File: src/rtl/alu_cmd_sequencer_pkg.sv
// Shared definitions for the ALU command sequencer: opcodes, FSM states,
// and the command word layout stored in the FIFO.
package alu_cmd_sequencer_pkg;

  localparam logic [1:0] OP_AND0 = 2'b00;
  localparam logic [1:0] OP_ADD  = 2'b01;
  localparam logic [1:0] OP_AND1 = 2'b10;
  localparam logic [1:0] OP_SUB  = 2'b11;

  localparam int CMD_W = 7;

  typedef enum logic [1:0] {
    ST_IDLE = 2'd0,
    ST_EXEC = 2'd1,
    ST_RESP = 2'd2
  } state_t;

  // {load, op[1:0], data[3:0]}
  typedef struct packed {
    logic       load;
    logic [1:0] op;
    logic [3:0] data;
  } cmd_t;

endpackage

File: src/rtl/alu_cmd_sequencer_fifo.sv
// Synchronous command FIFO. Pointers carry one extra wrap bit so that
// full and empty can be told apart when the index bits match.
module cmd_fifo #(
  parameter int DEPTH = 4,
  parameter int PTR_W = 2,
  parameter int W     = 7
) (
  input  logic         clk,
  input  logic         rst_n,
  input  logic         push,
  input  logic [W-1:0] wdata,
  input  logic         pop,
  output logic [W-1:0] rdata,
  output logic         full,
  output logic         empty
);

  logic [W-1:0] mem [DEPTH];
  logic [PTR_W:0] wr_ptr, rd_ptr;
  logic do_push, do_pop;

  // Requests are qualified here so a caller can never corrupt the pointers.
  assign do_push = push & ~full;
  assign do_pop  = pop & ~empty;

  assign empty = (wr_ptr == rd_ptr);
  assign full  = (wr_ptr[PTR_W] != rd_ptr[PTR_W]) &&
                 (wr_ptr[PTR_W-1:0] == rd_ptr[PTR_W-1:0]);
  assign rdata = mem[rd_ptr[PTR_W-1:0]];

  // Storage array; contents are don't-care until written.
  always_ff @(posedge clk) begin
    if (do_push) mem[wr_ptr[PTR_W-1:0]] <= wdata;
  end

  // Pointer update; natural overflow of PTR_W+1 bits gives the wrap.
  always_ff @(posedge clk or negedge rst_n) begin
    if (!rst_n) begin
      wr_ptr <= '0;
      rd_ptr <= '0;
    end else begin
      if (do_push) wr_ptr <= wr_ptr + 1'b1;
      if (do_pop)  rd_ptr <= rd_ptr + 1'b1;
    end
  end

endmodule

File: src/rtl/alu_cmd_sequencer.sv
// Accumulator-based sequencer feeding an external combinational 4-bit ALU.
// Each command takes IDLE (issue) -> EXEC (capture) -> RESP (handshake).
module alu_cmd_sequencer
  import alu_cmd_sequencer_pkg::*;
#(
  parameter int DEPTH = 4,
  parameter int PTR_W = 2
) (
  input  logic       clk,
  input  logic       rst_n,
  input  logic       cmd_valid,
  output logic       cmd_ready,
  input  logic       cmd_load,
  input  logic [1:0] cmd_op,
  input  logic [3:0] cmd_data,
  output logic [3:0] alu_opA,
  output logic [3:0] alu_opB,
  output logic [1:0] alu_ctrl,
  input  logic [3:0] alu_result,
  input  logic       alu_overflow,
  output logic       rsp_valid,
  input  logic       rsp_ready,
  output logic [3:0] rsp_data,
  output logic       rsp_ovf,
  output logic [3:0] acc,
  output logic       sticky_ovf,
  input  logic       clr_sticky
);

  cmd_t       wr_cmd, rd_cmd;
  logic       full, empty, push, pop;
  state_t     state, state_nxt;
  logic       ld_flag;
  logic [3:0] ld_val;
  logic [3:0] cap_data;
  logic       cap_ovf;

  // Ready reflects pre-pop occupancy, so a push against a full FIFO is
  // refused even when the same edge pops.
  assign cmd_ready = ~full;
  assign push      = cmd_valid & ~full;

  assign wr_cmd.load = cmd_load;
  assign wr_cmd.op   = cmd_op;
  assign wr_cmd.data = cmd_data;

  cmd_fifo #(
    .DEPTH (DEPTH),
    .PTR_W (PTR_W),
    .W     (CMD_W)
  ) u_fifo (
    .clk   (clk),
    .rst_n (rst_n),
    .push  (push),
    .wdata (wr_cmd),
    .pop   (pop),
    .rdata (rd_cmd),
    .full  (full),
    .empty (empty)
  );

  // Loads bypass the ALU; ALU ops take whatever the ALU settled to.
  assign cap_data = ld_flag ? ld_val : alu_result;
  assign cap_ovf  = ~ld_flag & alu_overflow;

  // State register.
  always_ff @(posedge clk or negedge rst_n) begin
    if (!rst_n) state <= ST_IDLE;
    else        state <= state_nxt;
  end

  // Next-state and FIFO pop decode.
  always_comb begin
    state_nxt = state;
    pop       = 1'b0;
    case (state)
      ST_IDLE: begin
        if (!empty) begin
          pop       = 1'b1;
          state_nxt = ST_EXEC;
        end
      end
      ST_EXEC: state_nxt = ST_RESP;
      ST_RESP: if (rsp_ready) state_nxt = ST_IDLE;
      default: state_nxt = ST_IDLE;
    endcase
  end

  // Operand issue on pop, result capture in EXEC, response handshake in RESP.
  always_ff @(posedge clk or negedge rst_n) begin
    if (!rst_n) begin
      alu_opA   <= '0;
      alu_opB   <= '0;
      alu_ctrl  <= '0;
      ld_flag   <= 1'b0;
      ld_val    <= '0;
      acc       <= '0;
      rsp_data  <= '0;
      rsp_ovf   <= 1'b0;
      rsp_valid <= 1'b0;
    end else begin
      if (pop) begin
        alu_opA  <= acc;
        alu_opB  <= rd_cmd.data;
        alu_ctrl <= rd_cmd.op;
        ld_flag  <= rd_cmd.load;
        ld_val   <= rd_cmd.data;
      end
      if (state == ST_EXEC) begin
        acc       <= cap_data;
        rsp_data  <= cap_data;
        rsp_ovf   <= cap_ovf;
        rsp_valid <= 1'b1;
      end else if (state == ST_RESP && rsp_ready) begin
        rsp_valid <= 1'b0;
      end
    end
  end

  // Sticky overflow: a capture in the same cycle beats a clear.
  always_ff @(posedge clk or negedge rst_n) begin
    if (!rst_n)                           sticky_ovf <= 1'b0;
    else if (state == ST_EXEC && cap_ovf) sticky_ovf <= 1'b1;
    else if (clr_sticky)                  sticky_ovf <= 1'b0;
  end

endmodule
File: config.mk
export PLATFORM = sky130hd
export DESIGN_NAME = alu_cmd_sequencer
export DESIGN_NICKNAME = d
export VERILOG_FILES = /design/src/rtl/alu_cmd_sequencer_pkg.sv /design/src/rtl/alu_cmd_sequencer_fifo.sv /design/src/rtl/alu_cmd_sequencer.sv
export SDC_FILE = /design/constraint.sdc
export NUM_CORES = 1
export LEC_CHECK = 0
export BUFFER_PORTS_ARGS = -buffer_cell sky130_fd_sc_hd__buf_2
export CAP_MARGIN = 5
export CELL_PAD_IN_SITES_DETAIL_PLACEMENT = 0
export CELL_PAD_IN_SITES_GLOBAL_PLACEMENT = 1
export CORE_MARGIN = 2
export CORE_UTILIZATION = 49
export CTS_BUF_LIST = sky130_fd_sc_hd__clkbuf_8
export DETAILED_ROUTE_END_ITERATION = 6
export PLACE_DENSITY = 0.81
export SLEW_MARGIN = 20
export SYNTH_ARGS = -nofsm -noshare
export SYNTH_HDL_FRONTEND = slang
export SYNTH_HIERARCHICAL = 1
export SYNTH_SLANG_ARGS = --single-unit
File: constraint.sdc
create_clock -name clk -period 2.7 [get_ports clk]
set_clock_uncertainty 0.05 [all_clocks]
set_input_delay 0.405 -clock clk [delete_from_list [all_inputs] [get_ports clk]]
set_output_delay 0.405 -clock clk [all_outputs]
set_load 0.005 [all_outputs]
# --- Yosys cells after proc, flatten, opt, wreduce, memory -nomap -nowiden ---
# Memories as Yosys holds them, arrays and structs flattened. A register that Yosys moved wholly into a read port is not among the register bits.
# Index checks and enable logic that the tools add are counted.
word_totals:
  register_bits: 19
  word_cells: 45
  ram_bits: 28
  mem_count: 1
  in_bits: 17
  out_inout_bits: 22
classes:
  n_mux: 12
  reduce_logical: 8
  addsub: 2
  n_eq_ne: 7
  bitwise: 7
memory_table:
  columns: ["memory", "words", "width", "read_ports", "rd_clocked_by_memory_dff", "wr", "line_no", "source"]
  rows:
  - ["u_fifo.mem", 4, 7, 1, 1, 1, "alu_cmd_sequencer_fifo.sv:18", "logic [W-1:0] mem [DEPTH];"]
ops:
  columns: ["op", "count"]
  rows:
  - ["1-bit 2-to-1 mux", 8]
  - ["3-bit by 1-bit adder with 3-bit output (second input constant)", 2]
  - ["2-bit case mux with 3 select lines", 1]
  - ["1-bit bitwise AND", 4]
  - ["2-bit 2-to-1 mux", 2]
  - ["4-bit 2-to-1 mux", 1]
  - ["2-bit != test (second input constant)", 2]
  - ["2-bit nonzero test", 2]
  - ["3-bit equality test", 1]
  - ["1-bit logical AND", 3]
  - ["1-bit NOT", 3]
  - ["2-bit by 1-bit equality test with 1-bit output (second input constant)", 1]
  - ["2-bit equality test", 1]
  - ["2-bit equality test (second input constant)", 1]
  - ["2-bit logical NOT", 1]
  - ["2-bit AND reduction", 1]
  - ["1-bit logical NOT", 1]
  - ["1-bit != test", 1]

# --- Depth between registers and ports, before layout ---
logic_depth:
  word_depth: 7
  depth_mapped: 8
  ltp_nobuf: 7

# --- Modules after synthesis ---
# Netlist, hierarchy kept.
by_module_without_submodules:
  columns: ["module", "area_per_inst_um2", "cells_per_inst", "instances", "seq_area_each_um2"]
  rows:
  - ["cmd_fifo", 1529.0, 85, 1, 991.0]
  - ["alu_cmd_sequencer", 895.9, 59, 1, 500.5]

# --- Worst setup path before layout ---
# No wires, ideal clock.
synth_timing:
  kind: "register -> register"
  startpoint: "register u_fifo.rd_ptr[0]"
  endpoint: "memory u_fifo.mem[3][0] (enable)"
  path_stages_with_launch: 8
  setup_slack_ps: 701
  arrival_ps: 1591
  required_time_ps: 2292
  path_buffers: 1
  synth_period_minus_slack_ps: 1999
  setup_ps: 358
  path_cell_list: "dfrtp_1 buf_6 xnor2_2 nand3_2 inv_1 nor2b_1 nand2_1 a31oi_2"
synth_between:
  elab_chain_cells: 7
synth_lines:
  columns: ["item", "line_no", "source"]
  rows:
  - ["from (decl)", "alu_cmd_sequencer_fifo.sv:19", "logic [PTR_W:0] wr_ptr, rd_ptr;"]
  - ["from (signal assigned)", "alu_cmd_sequencer_fifo.sv:43", "if (do_pop) rd_ptr <= rd_ptr + 1'b1;"]
  - ["2-bit equality test", "alu_cmd_sequencer_fifo.sv:28", "(wr_ptr[PTR_W-1:0] == rd_ptr[PTR_W-1:0]);"]
  - ["1-bit logical AND", "alu_cmd_sequencer_fifo.sv:27", "assign full = (wr_ptr[PTR_W] != rd_ptr[PTR_W]) &&"]
  - ["net full", "alu_cmd_sequencer.sv:31", "logic full, empty, push, pop;"]
  - ["1-bit NOT", "alu_cmd_sequencer.sv:41", "assign push = cmd_valid & ~full;"]
  - ["1-bit bitwise AND", "alu_cmd_sequencer.sv:41", null]
  - ["net push", "alu_cmd_sequencer.sv:31", null]
  - ["1-bit bitwise AND", "alu_cmd_sequencer_fifo.sv:23", "assign do_push = push & ~full;"]
  - ["1-bit 2-to-1 mux", "alu_cmd_sequencer_fifo.sv:33", "if (do_push) mem[wr_ptr[PTR_W-1:0]] <= wdata;"]
  - ["1-bit 2-to-1 mux (implied by the code)", "alu_cmd_sequencer_fifo.sv:33", null]
  - ["to (decl)", "alu_cmd_sequencer_fifo.sv:18", null]
# The timed path passes the listed nets, and every way through them passes these cells.

# --- Worst setup path in the final report ---
layout_timing:
  startpoint: "register u_fifo.rd_ptr[1]"
  endpoint: "memory u_fifo.mem[2][1] (enable)"
# The elaborated chain is that of the path after synthesis.

==> metrics <==
R2R cell count=6; CTS tree=built; reg2reg setup slack=0.46 ns; Sequential Area=1490 µm²; input/output buffers=38; Seq cells post-synth=54; Cell variety after synth=33; mean post-synth cell area=16.8 µm²; Design Area, Final=2760 µm²; Worst VDD drop=0.000687 V; final wirelength=4.04 mm; gr ovfl total=0; total number of vias=1321; worst hold path type=input port to async pin; Post-synth top cells=edfxtp_1, dfrtp_1, mux2_2; # fillers=388; Synth Warn #=6; clk sink count=54; worst hold margin=0.0281 ns; Skew-Pair Late Insertion Delay=0.31 ns; min Tclk post-route=2.24 ns; Max Cap Viol=0; top post-synthesis cells by area=edfxtp_1, dfrtp_1, mux4_2; ANT nets after route=0; Die Ht=74.3 µm; capture point of the worst reg-to-reg path=u_fifo/mem[2][1]$_DFFE_PP_; Resized cells post-CTS=0; Lkg Pwr=0.00115 µW; post-DP HPWL=2.93 mm; root buffer cell=clkbuf_8; I/O pin total=39; Remaining DRCs=0; initial antenna violation count=0; Yosys top cell area share=0.347; Slew headroom=0.627; Critical Path Start Type=flip-flop; Reg clk slew, reported paths=0.10 ns; Final Max Tran Viols=0; Hold-fix buffers, CTS=0; fraction of layout cells with a size suffix above 1=0.473; period utilisation layout=0.829; iteration-0 DRC count of the detailed router=57; Final Core Density=0.581; Longest Clk Path Bufs=2; GRT Overall Usage=0.162; global-route wire length before repair=6.51 mm; CP required=2.63 ns; FFs w/ async S/R, synth=0.481; Max Freq=0.447 GHz; status=complete, no violations; vias per cell=5.22; Cells after Synth=144; crit-path max FO=13; H-tree depth=2; Synth Cell Area=2420 µm²; Placement Cell Area=2660 µm²; initial cell density of the core=0.510; Final setup viols=0; Final TNS setup=0 ns; Worst setup EP type=flip-flop; DIE AREA=5530 µm²; Seq/Total Area, Yosys=0.615; Worst Max-Slew Pin Slew=0.560 ns; Post-synth EDFFs=28; kind of critical path=flip-flop to flip-flop; Die X=74.3 µm; synth-to-layout area growth=13.9%; reg2reg start=u_fifo/rd_ptr[1]$_DFFE_PN0P_; num rows=25; Core ar.=4750 µm²; # diodes=0; routability cong.=0.758; Synth area leader=edfxtp_1; pwr dens=1270 nW/µm²; count leader, synth=edfxtp_1; RSZ-0062 raised after global routing=false; largest net degree at the start of global routing=27; vias in the first global route=1302; main flop type after synthesis=edfxtp_1; Setup Fix Bufs, Post-CTS=0; Mapped Nets=166; first-pass iteration count of the detailed router=4; CTS buffer count=5; footprint of the multi-input gates=850 µm²; Nets=207; drt wl/cell=15.9 µm; Hold Vio Cnt, Final=0; critical path data arrival time=2.17 ns
registers in the layout, indices dropped and copies added (netlist names), 2 cells and up:
register and flops:
u_fifo/wr_ptr 3, state 2, alu_ctrl 2, u_fifo/rd_ptr 3
acc 4, u_fifo/mem 28, alu_opA 4, ld_val 4
per-layer routing:
layer  global-route usage  routed length [µm]  up-vias
met3               0.0420                 224        6
met5                    0                   0        -
met2                0.245                1860       44
met4               0.0516                  49        0
met1                0.234                1900      654
li1                     -                   -      617
cells in the final DEF, fill, tap and decap left out, types with 3 or more instances in the layout:
| cell | instances |
|---|---|
| clkbuf_8 | 5 |
| nand2_1 | 3 |
| a21oi_1 | 4 |
| mux4_2 | 7 |
| nand2b_1 | 4 |
| xnor2_1 | 4 |
| mux2_4 | 9 |
| mux2_2 | 10 |
| buf_4 | 3 |
| buf_2 | 38 |
| ha_1 | 5 |
| inv_1 | 7 |
| o31ai_2 | 4 |
| dfrtp_1 | 26 |
| and3_1 | 3 |
| edfxtp_1 | 28 |
| nor3_1 | 3 |
critical path, stage by stage, from the launching register on:
cell	delay, ns
dfrtp_1	0.71
xnor2_1	0.24
nand3_2	0.14
inv_1	0.06
nor2b_1	0.14
buf_4	0.17
and3_1	0.41
how the worst max path moves through the flow:
stage / startpoint / to / slack [ns] / depth (start not counted)
detailed placement: u_fifo/rd_ptr[1]$_DFFE_PN0P_ / u_fifo/mem[3][0]$_DFFE_PP_ / 0.46 / 6
global route: u_fifo/rd_ptr[1]$_DFFE_PN0P_ / u_fifo/mem[3][3]$_DFFE_PP_ / 0.24 / 6
floorplan: u_fifo/rd_ptr[0]$_DFFE_PN0P_ / u_fifo/mem[3][0]$_DFFE_PP_ / 0.70 / 7
finish: u_fifo/rd_ptr[1]$_DFFE_PN0P_ / u_fifo/mem[2][1]$_DFFE_PP_ / 0.46 / 6
CTS: u_fifo/rd_ptr[1]$_DFFE_PN0P_ / u_fifo/mem[3][2]$_DFFE_PP_ / 0.43 / 6
global placement: u_fifo/rd_ptr[1]$_DFFE_PN0P_ / u_fifo/mem[3][0]$_DFFE_PP_ / 0.53 / 6
final cells by class:
class,count,area share
Multi-Input combinational cell,76,0.308
Clock inverter,3,0.0104
Clock buffer,5,0.0249
Sequential cell,54,0.540
Inverter,7,0.00952
Timing Repair Buffer,41,0.0770
Tap cell,67,0.0304
logic make-up after synthesis:
group	Yosys count	synth area share
compound gates	18	0.0655
xor+xnor	9	0.0418
fa+ha+maj	5	0.0258
buf+inv	14	0.0346
flops	54	0.615
mux	26	0.167
simple gates	18	0.0501
metrics by stage:
| step | power (µW) | std cells | setup slack (ns) |
|---|---|---|---|
| global placement | 3010 | 245 | 0.534 |
| CTS | 3540 | 253 | 0.427 |
| detailed placement | 3060 | 245 | 0.457 |
| floorplan | 2660 | 144 | 0.701 |
| global route | 3750 | 253 | 0.239 |
| finish | 3500 | 253 | 0.462 |
where the power goes:
part	internal (µW)	switching [µW]
clock network	194	277
logic	859	715
registers	1180	272
No activity file was read; power rests on OpenSTA's default activity.
